### config.mk
export PLATFORM = sky130hd
export DESIGN_NAME = mod_time_counter
export DESIGN_NICKNAME = d
export VERILOG_FILES = /design/src/rtl/mod_time_counter.sv
export SDC_FILE = /design/constraint.sdc
export NUM_CORES = 1
export LEC_CHECK = 0
export ABC_AREA = 1
export BUFFER_PORTS_ARGS = -buffer_cell sky130_fd_sc_hd__buf_4
export CAP_MARGIN = 10
export CORE_MARGIN = 1.5
export CORE_UTILIZATION = 51
export CTS_BUF_LIST = sky130_fd_sc_hd__clkbuf_8
export DETAILED_ROUTE_END_ITERATION = 7
export PLACE_DENSITY = 0.79
export SLEW_MARGIN = 25
export SYNTH_ARGS = -nofsm -noshare
export SYNTH_HDL_FRONTEND = slang
export SYNTH_SLANG_ARGS = --single-unit
export TNS_END_PERCENT = 5
### constraint.sdc
create_clock -name clk -period 3.4 [get_ports clk]
set_clock_uncertainty 0.2 [all_clocks]
set_input_delay 0.17 -clock clk [delete_from_list [all_inputs] [get_ports clk]]
set_output_delay 0.17 -clock clk [all_outputs]
set_load 0.02 [all_outputs]
### src/rtl/mod_time_counter.sv
// Modulo-N up/down counter stage for the clock datapath, with registered carry/borrow/load_err pulses.
// Optional registered BCD digit outputs are enabled by defining DIGIT_BCD_EN.
module mod_time_counter #(
    parameter int WIDTH     = 6,
    parameter int MODULUS   = 60,
    parameter int RESET_VAL = 0
) (
    input  logic             clk,
    input  logic             rst_n,
    input  logic             en,
    input  logic             inc,
    input  logic             dec,
    input  logic             clr,
    input  logic             load,
    input  logic [WIDTH-1:0] load_val,
    output logic [WIDTH-1:0] count,
    output logic             carry_out,
    output logic             borrow_out,
    output logic             load_err
`ifdef DIGIT_BCD_EN
    ,
    output logic [3:0]       bcd_tens,
    output logic [3:0]       bcd_ones
`endif
);

    localparam logic [WIDTH-1:0] MAX_VAL = WIDTH'(MODULUS - 1);
    localparam logic [WIDTH-1:0] RST_VAL = WIDTH'(RESET_VAL);
    localparam logic [WIDTH:0]   MOD_EXT = (WIDTH+1)'(MODULUS);

    logic [WIDTH-1:0] count_q, count_d;
    logic             carry_q, carry_d;
    logic             borrow_q, borrow_d;
    logic             load_err_q, load_err_d;

    logic             dec_op;
    logic [WIDTH-1:0] addend;
    logic [WIDTH-1:0] sum;
    logic [WIDTH-1:0] rc;

    // Adding all-ones is the two's-complement -1, so one ripple chain serves both directions.
    assign dec_op = en & dec & ~inc;
    assign addend = {WIDTH{dec_op}} | WIDTH'(1);
    assign rc[0]  = 1'b0;

    generate
        for (genvar gi = 0; gi < WIDTH; gi++) begin : g_ripple
            assign sum[gi] = count_q[gi] ^ addend[gi] ^ rc[gi];
            if (gi < WIDTH - 1) begin : g_carry
                assign rc[gi+1] = (count_q[gi] & addend[gi]) |
                                  (rc[gi] & (count_q[gi] ^ addend[gi]));
            end
        end
    endgenerate

    always_comb begin
        count_d    = count_q;
        carry_d    = 1'b0;
        borrow_d   = 1'b0;
        load_err_d = 1'b0;
        if (clr) begin
            count_d = RST_VAL;
        end else if (load) begin
            if ({1'b0, load_val} < MOD_EXT) begin
                count_d = load_val;
            end else begin
                count_d    = MAX_VAL;
                load_err_d = 1'b1;
            end
        end else if (en && inc && dec) begin
            count_d = count_q;
        end else if (en && inc) begin
            // >= also catches out-of-range values so they fold back to 0.
            if (count_q >= MAX_VAL) begin
                count_d = '0;
                carry_d = 1'b1;
            end else begin
                count_d = sum;
            end
        end else if (en && dec) begin
            if (count_q == '0) begin
                count_d  = MAX_VAL;
                borrow_d = 1'b1;
            end else begin
                count_d = sum;
            end
        end
    end

`ifdef DIGIT_BCD_EN
    localparam logic [3:0] RST_TENS = 4'(RESET_VAL / 10);
    localparam logic [3:0] RST_ONES = 4'(RESET_VAL % 10);

    generate
        if (MODULUS > 100) begin : g_bcd_range_check
            $error("mod_time_counter: BCD digits need MODULUS <= 100");
        end
    endgenerate

    logic [3:0] bcd_tens_q, bcd_tens_d;
    logic [3:0] bcd_ones_q, bcd_ones_d;

    always_comb begin
        bcd_tens_d = 4'(32'(count_d) / 32'd10);
        bcd_ones_d = 4'(32'(count_d) % 32'd10);
    end
`endif

    always_ff @(posedge clk or negedge rst_n) begin
        if (!rst_n) begin
            count_q    <= RST_VAL;
            carry_q    <= 1'b0;
            borrow_q   <= 1'b0;
            load_err_q <= 1'b0;
`ifdef DIGIT_BCD_EN
            bcd_tens_q <= RST_TENS;
            bcd_ones_q <= RST_ONES;
`endif
        end else begin
            count_q    <= count_d;
            carry_q    <= carry_d;
            borrow_q   <= borrow_d;
            load_err_q <= load_err_d;
`ifdef DIGIT_BCD_EN
            bcd_tens_q <= bcd_tens_d;
            bcd_ones_q <= bcd_ones_d;
`endif
        end
    end

    assign count      = count_q;
    assign carry_out  = carry_q;
    assign borrow_out = borrow_q;
    assign load_err   = load_err_q;
`ifdef DIGIT_BCD_EN
    assign bcd_tens   = bcd_tens_q;
    assign bcd_ones   = bcd_ones_q;
`endif

endmodule

==> results by group, run 1 <==
Status
  • Status: finished clean

STA
  • RSZ-0062 raised after global routing: no
  • FMAX: 330 MHz
  • PnR worst setup slack: 0.367 ns
  • Slew @ Worst Pin: 0.427 ns
  • Min cycle time layout: 3.03 ns
  • Post-Route Setup TNS: 0 ns
  • Worst relative slew slack: 71.5%
  • Period utilization: 89.2%
  • Hold Vio Cnt, Final: 0
  • Setup violations, final: 0
  • Max-slew violations: 0

Clocking
  • # resized after CTS: 0
  • Clk sinks: 9
  • Clk pin slew, worst setup/hold paths: 0.04 ns
  • Cts hold-fix bufs: 4
  • Worst-Skew Late Latency: 0.23 ns
  • CTS tree: done
  • CTS Buf Count: 3
  • Setup bufs post-CTS: 0
  • Root Driver: clkbuf_8
  • H-tree depth: 1
  • Worst-case clock buffer depth: 2

Global routing
  • All-Layer GR Usage: 25.5%
  • Remaining Overflow, GRT: 0
  • Vias in the first global route: 637
  • Initial antenna violation count: 0
  • First-pass GRT wire length: 2570 um
  • Largest net degree at the start of global routing: 10

Drt
  • Post-DRT Antenna Nets: 0
  • Wire length on met3: 138 um
  • Top Layer Used: met4
  • Final wirelength: 1560 um
  • Pre-antenna DRT Iters: 4
  • Wire per inst: 11.5 um
  • Met1 WL: 673 um
  • Routed met2 length: 726 um
  • Via count: 681
  • # DRC: 0
  • DR vias/cell: 5.01
  • Initial DRC Count: 13

Synth
  • Post-synthesis sequential area ratio: 33.6%
  • Synth cell types: 17
  • Largest family of logic cells by synthesized area: simple AND/OR/NAND/NOR gates
  • Synthesized flop and latch total: 9
  • Cell area after synthesis: 671 sq um
  • Top cell type's share of synthesized area: 33.6%
  • Post-Syn Instances: 93
  • Yosys Warn Count: 0
  • Area leader, netlist: dfrtp_1
  • Syn_nets: 110
  • Mux share of post-synthesis cell area: 0%
  • Synth Area in Simple Gates: 42.2%
  • Syn avg cell area: 7.21 sq um
  • Synth Area in Adders: 11.9%
  • Synth Area in Compound Gates: 1.87%
  • Synth Area in XOR/XNOR: 2.61%
  • Top post-synthesis cells by area: dfrtp_1, nand2_1, fa_1

Die
  • Die X: 39.3 um
  • Num ports: 22
  • Die area: 1540 sq um
  • Die Y: 39.3 um
  • Std cell rows: 12
  • Core Box Area: 1170 sq um
  • Initial Util: 57.3%

Power
  • Share of total power in the clock network: 33.4%
  • Total Power: 0.370 mW
  • Static Leak: 0.524 nW
  • Peak VDD IR: 0.000264 V
  • Power Density: 397 nW/um^2
  • Sequential power share: 35.8%
  • Switch share: 33.4%
  • Internal power: 0.246 mW
  • Gate power share: 30.8%
  • Sw Pwr: 0.123 mW

Layout
  • Nets@finish: 140
  • Area Growth Syn to Fin: 38.8%
  • Filler cell count: 96
  • Diodes inserted: 0
  • Ratio of cells with drive above 1 in the final layout: 24.6%

Hold path
  • Worst Hold Class: in -> reg

Setup path
  • Reg2Reg Setup Slack: 0.64 ns
  • Max FO, Critical Path: 6
  • Crit. End Element: flip-flop
  • Start-to-end type of the worst setup path: in -> reg
  • Startpoint types: primary input
  • CP arrival: 2.96 ns
  • Worst endpoint required time: 3.32 ns

Place
  • Gpl congestion: 0.831
  • IO Port Bufs: 21
  • Dpl hpwl: 1170 um
  • Worst slack, placed: 0.667 ns

Run
  • Max Cap Violations: 0
logic make-up after synthesis:
group	Yosys count
simple gates	62
buf+inv	14
flops	9
fa+ha+maj	4
compound gates	2
xor+xnor	2
sequential cells by signal, indices dropped and copies added, names as in the netlist:
register and cells:
count 6, load_err 1, carry_out 1, borrow_out 1
worst max-delay path, cell delays in order:
cell	delay [ns]
dlygate4sd3_1	0.54
buf_4	0.14
nand2_1	0.07
nor2_2	0.09
fa_1	0.39
fa_1	0.38
inv_1	0.08
fa_1	0.15
inv_1	0.05
fa_1	0.40
xor2_1	0.17
nand2_1	0.07
nand3_1	0.08
nand2_1	0.05
nand3_1	0.06
nand2_1	0.05
synthesized netlist by cell type:
cell type	count
or2_4	1
xor2_1	1
inv_1	14
a211oi_1	1
nand3_1	10
o21ai_0	1
nand4_1	1
dfrtp_1	9
xnor2_1	1
nor2_4	1
or2_2	2
nor2_1	9
nor3_4	1
nor3_1	2
fa_1	4
nand2_1	34
nor2_2	1
final timing paths:
check,from,to,cells after the start
max in group asynchronous,rst_n,count[3],2
setup / recovery,dec,count[5],16
hold reg to reg,count[1],count[1],2
hold / removal,load,count[3],4
setup reg to reg,count[0],count[5],12
min in group asynchronous,rst_n,count[2],2
cells in the final DEF (no fill, tap or decap):
master / n
nand2_1: 34
buf_4: 21
inv_1: 15
nand3_1: 10
nor2_1: 9
dfrtp_1: 9
fa_1: 4
dlygate4sd3_1: 4
clkbuf_8: 3
nor3_1: 2
or2_2: 2
nor2_2: 1
or2_4: 1
a211oi_1: 1
nor3_4: 1
nor2_4: 1
nand4_1: 1
o21ai_0: 1
xor2_1: 1
xnor2_1: 1
metal layers:
| metal | up-vias | global-route usage, % |
|---|---|---|
| met3 | 3 | 3.98 |
| met1 | 301 | 32.4 |
| met2 | 35 | 42.9 |
| met4 | 0 | 10.3 |
| li1 | 342 | - |
| met5 | - | 0 |
power by group through the flow:
| stage | Sequential, mW | Clock [mW] | Combinational (mW) |
|---|---|---|---|
| finish | 0.132 | 0.124 | 0.114 |
| CTS | 0.132 | 0.123 | 0.114 |
| detailed placement | 0.134 | 0 | 0.110 |
| floorplan | 0.142 | 0 | 0.0569 |
| global placement | 0.133 | 0 | 0.108 |
| global route | 0.134 | 0.130 | 0.129 |
metrics by stage:
step	cell area [sq um]	utilization (%)	instances	hold WS, ns
CTS	931	79.5	136	0.0615
detailed placement	846	72.2	128	-0.198
finish	931	79.5	136	0.0587
global placement	846	72.2	128	-0.198
floorplan	671	-	93	-0.326
global route	931	79.5	136	0.0824
cell type report:
cell class              count  area, sq um  area share, %
clock buffers               3         41.3           4.44
clock inverters             1         3.75          0.403
inverters                  14         52.6           5.65
multi-input cells          70          393           42.2
flip-flops and latches      9          225           24.2
well taps                  14         17.5           1.88
repair buffers             25          198           21.2
Power figures use the tool's default switching activity.
==> run 2: changes to the inputs <==
Settings changed: CORE_MARGIN 1.5 to 4.
==> results by group, run 2 (same netlist as run 1, synthesis figures left out) <==
Die
  • Initial Util: 57.3%
  • Num ports: 22
  • Die area: 1960 sq um
  • Std cell rows: 12
  • Core Box Area: 1170 sq um
  • Die X: 44.3 um
  • Die Y: 44.3 um

STA
  • Hold Vio Cnt, Final: 0
  • Slew @ Worst Pin: 0.419 ns
  • Period utilization: 91.7%
  • Worst relative slew slack: 72.1%
  • Post-Route Setup TNS: 0 ns
  • RSZ-0062 raised after global routing: no
  • Min cycle time layout: 3.12 ns
  • Max-slew violations: 0
  • Setup violations, final: 0
  • FMAX: 321 MHz

Clocking
  • Worst-Skew Late Latency: 0.24 ns
  • CTS Buf Count: 3
  • Root Driver: clkbuf_8
  • # resized after CTS: 0
  • H-tree depth: 1
  • Worst-case clock buffer depth: 2
  • Setup bufs post-CTS: 0
  • Clk pin slew, worst setup/hold paths: 0.05 ns
  • CTS tree: done
  • Clk sinks: 9
  • Cts hold-fix bufs: 4

Drt
  • DR vias/cell: 5.29
  • Via count: 720
  • # DRC: 0
  • Pre-antenna DRT Iters: 4
  • Initial DRC Count: 17
  • Final wirelength: 1810 um
  • Post-DRT Antenna Nets: 0
  • Wire per inst: 13.3 um

Place
  • IO Port Bufs: 21
  • Placed cell count: 128
  • Gpl congestion: 0.793
  • Dpl hpwl: 1320 um

Global routing
  • M3 GR Usage: 3.25%
  • Largest net degree at the start of global routing: 10
  • Initial antenna violation count: 0
  • Vias in the first global route: 722
  • M1 GR Usage: 25.5%
  • All-Layer GR Usage: 22.3%
  • First-pass GRT wire length: 3140 um
  • Remaining Overflow, GRT: 0
  • GR peak layer: met2
  • Met2 global-route usage: 38.4%

Setup path
  • Worst path cell trace: dlygate4sd3_1, buf_4, nand2_1, nor2_2, fa_1, fa_1, inv_1, fa_1, inv_1, fa_1, xnor2_1, nand2_1, nand3_1, nand2_1, nand3_1, nand2_1
  • Start-to-end type of the worst setup path: in -> reg
  • CP arrival: 3.04 ns
  • CP peak stage delay: 0.55 ns
  • Critical-path top delay cell: dlygate4sd3_1
  • Worst endpoint required time: 3.32 ns
  • Crit. End Element: flip-flop
  • Startpoint types: primary input
  • Max FO, Critical Path: 6

Layout
  • Diodes inserted: 0
  • Non-filler instance count after layout: 136
  • Max reg flops: 6
  • Commonest non-fill, non-tap cell in the layout: nand2_1
  • Nets@finish: 140
  • Commonest cells after routing, fill and taps aside: nand2_1, buf_4, inv_1
  • Area Growth Syn to Fin: 38.8%
  • Ratio of cells with drive above 1 in the final layout: 24.6%

Power
  • Power Density: 404 nW/um^2
  • Total Power: 0.376 mW
  • Peak VDD IR: 0.000302 V
  • Static Leak: 0.524 nW

Run
  • Max Cap Violations: 0

Status
  • Status: finished clean

Hold path
  • Worst Hold Class: in -> reg
-- run 2: cell counts in the layout (fill, tap and decap cells not counted) --
No cell type changed its count.
-- run 2: layout make-up --
cell class / count / area, sq um
multi-input combinational: 70 / 393
timing repair buffer: 25 / 198
clock buffer: 3 / 41.3
inverter: 14 / 52.6
sequential: 9 / 225
tap: 14 / 17.5
clock inverter: 1 / 3.75
fill: 96 / 240
-- run 2: power breakdown --
part	total, mW	internal [mW]	switching (mW)
clock	0.128	0.0792	0.0484
sequential	0.133	0.117	0.0165
combinational	0.116	0.0508	0.0649
-- run 2: worst max-delay path, delay by kind of cell --
| kind | cells | cell delay [ns] |
|---|---|---|
| AND/OR/NAND/NOR | 7 | 0.52 |
| adder cells (fa/ha/maj) | 4 | 1.34 |
| buffers and inverters | 4 | 0.82 |
| XOR/XNOR | 1 | 0.19 |
-- run 2: layer usage --
layer	wire length (um)	up-vias
met5	0	-
met4	70	0
met3	119	9
met2	874	34
met1	742	334
li1	-	343
-- run 2: through the flow --
stage / utilization (%) / hold WS [ns] / setup WS [ns] / cell area (sq um)
after global routing: 79.5 / 0.0971 / 0.0238 / 931
final: 79.5 / 0.0380 / 0.282 / 931
after CTS: 79.5 / 0.0476 / 0.290 / 931
after floorplan: - / -0.326 / 0.710 / 671
after detailed placement: 72.2 / -0.196 / 0.654 / 846
after global placement: 72.2 / -0.198 / 0.724 / 846
-- run 2: final timing paths --
kind	to	start	slack, ns	depth (start not counted)
worst min register to register	count[4]	count[4]	0.41	2
min in group asynchronous	load_err	rst_n	0.09	2
worst max-delay path	count[5]	dec	0.28	16
worst max register to register	count[5]	count[0]	0.55	12
max in group asynchronous	count[5]	rst_n	2.76	2
worst min-delay path	count[0]	load_val[0]	0.04	5
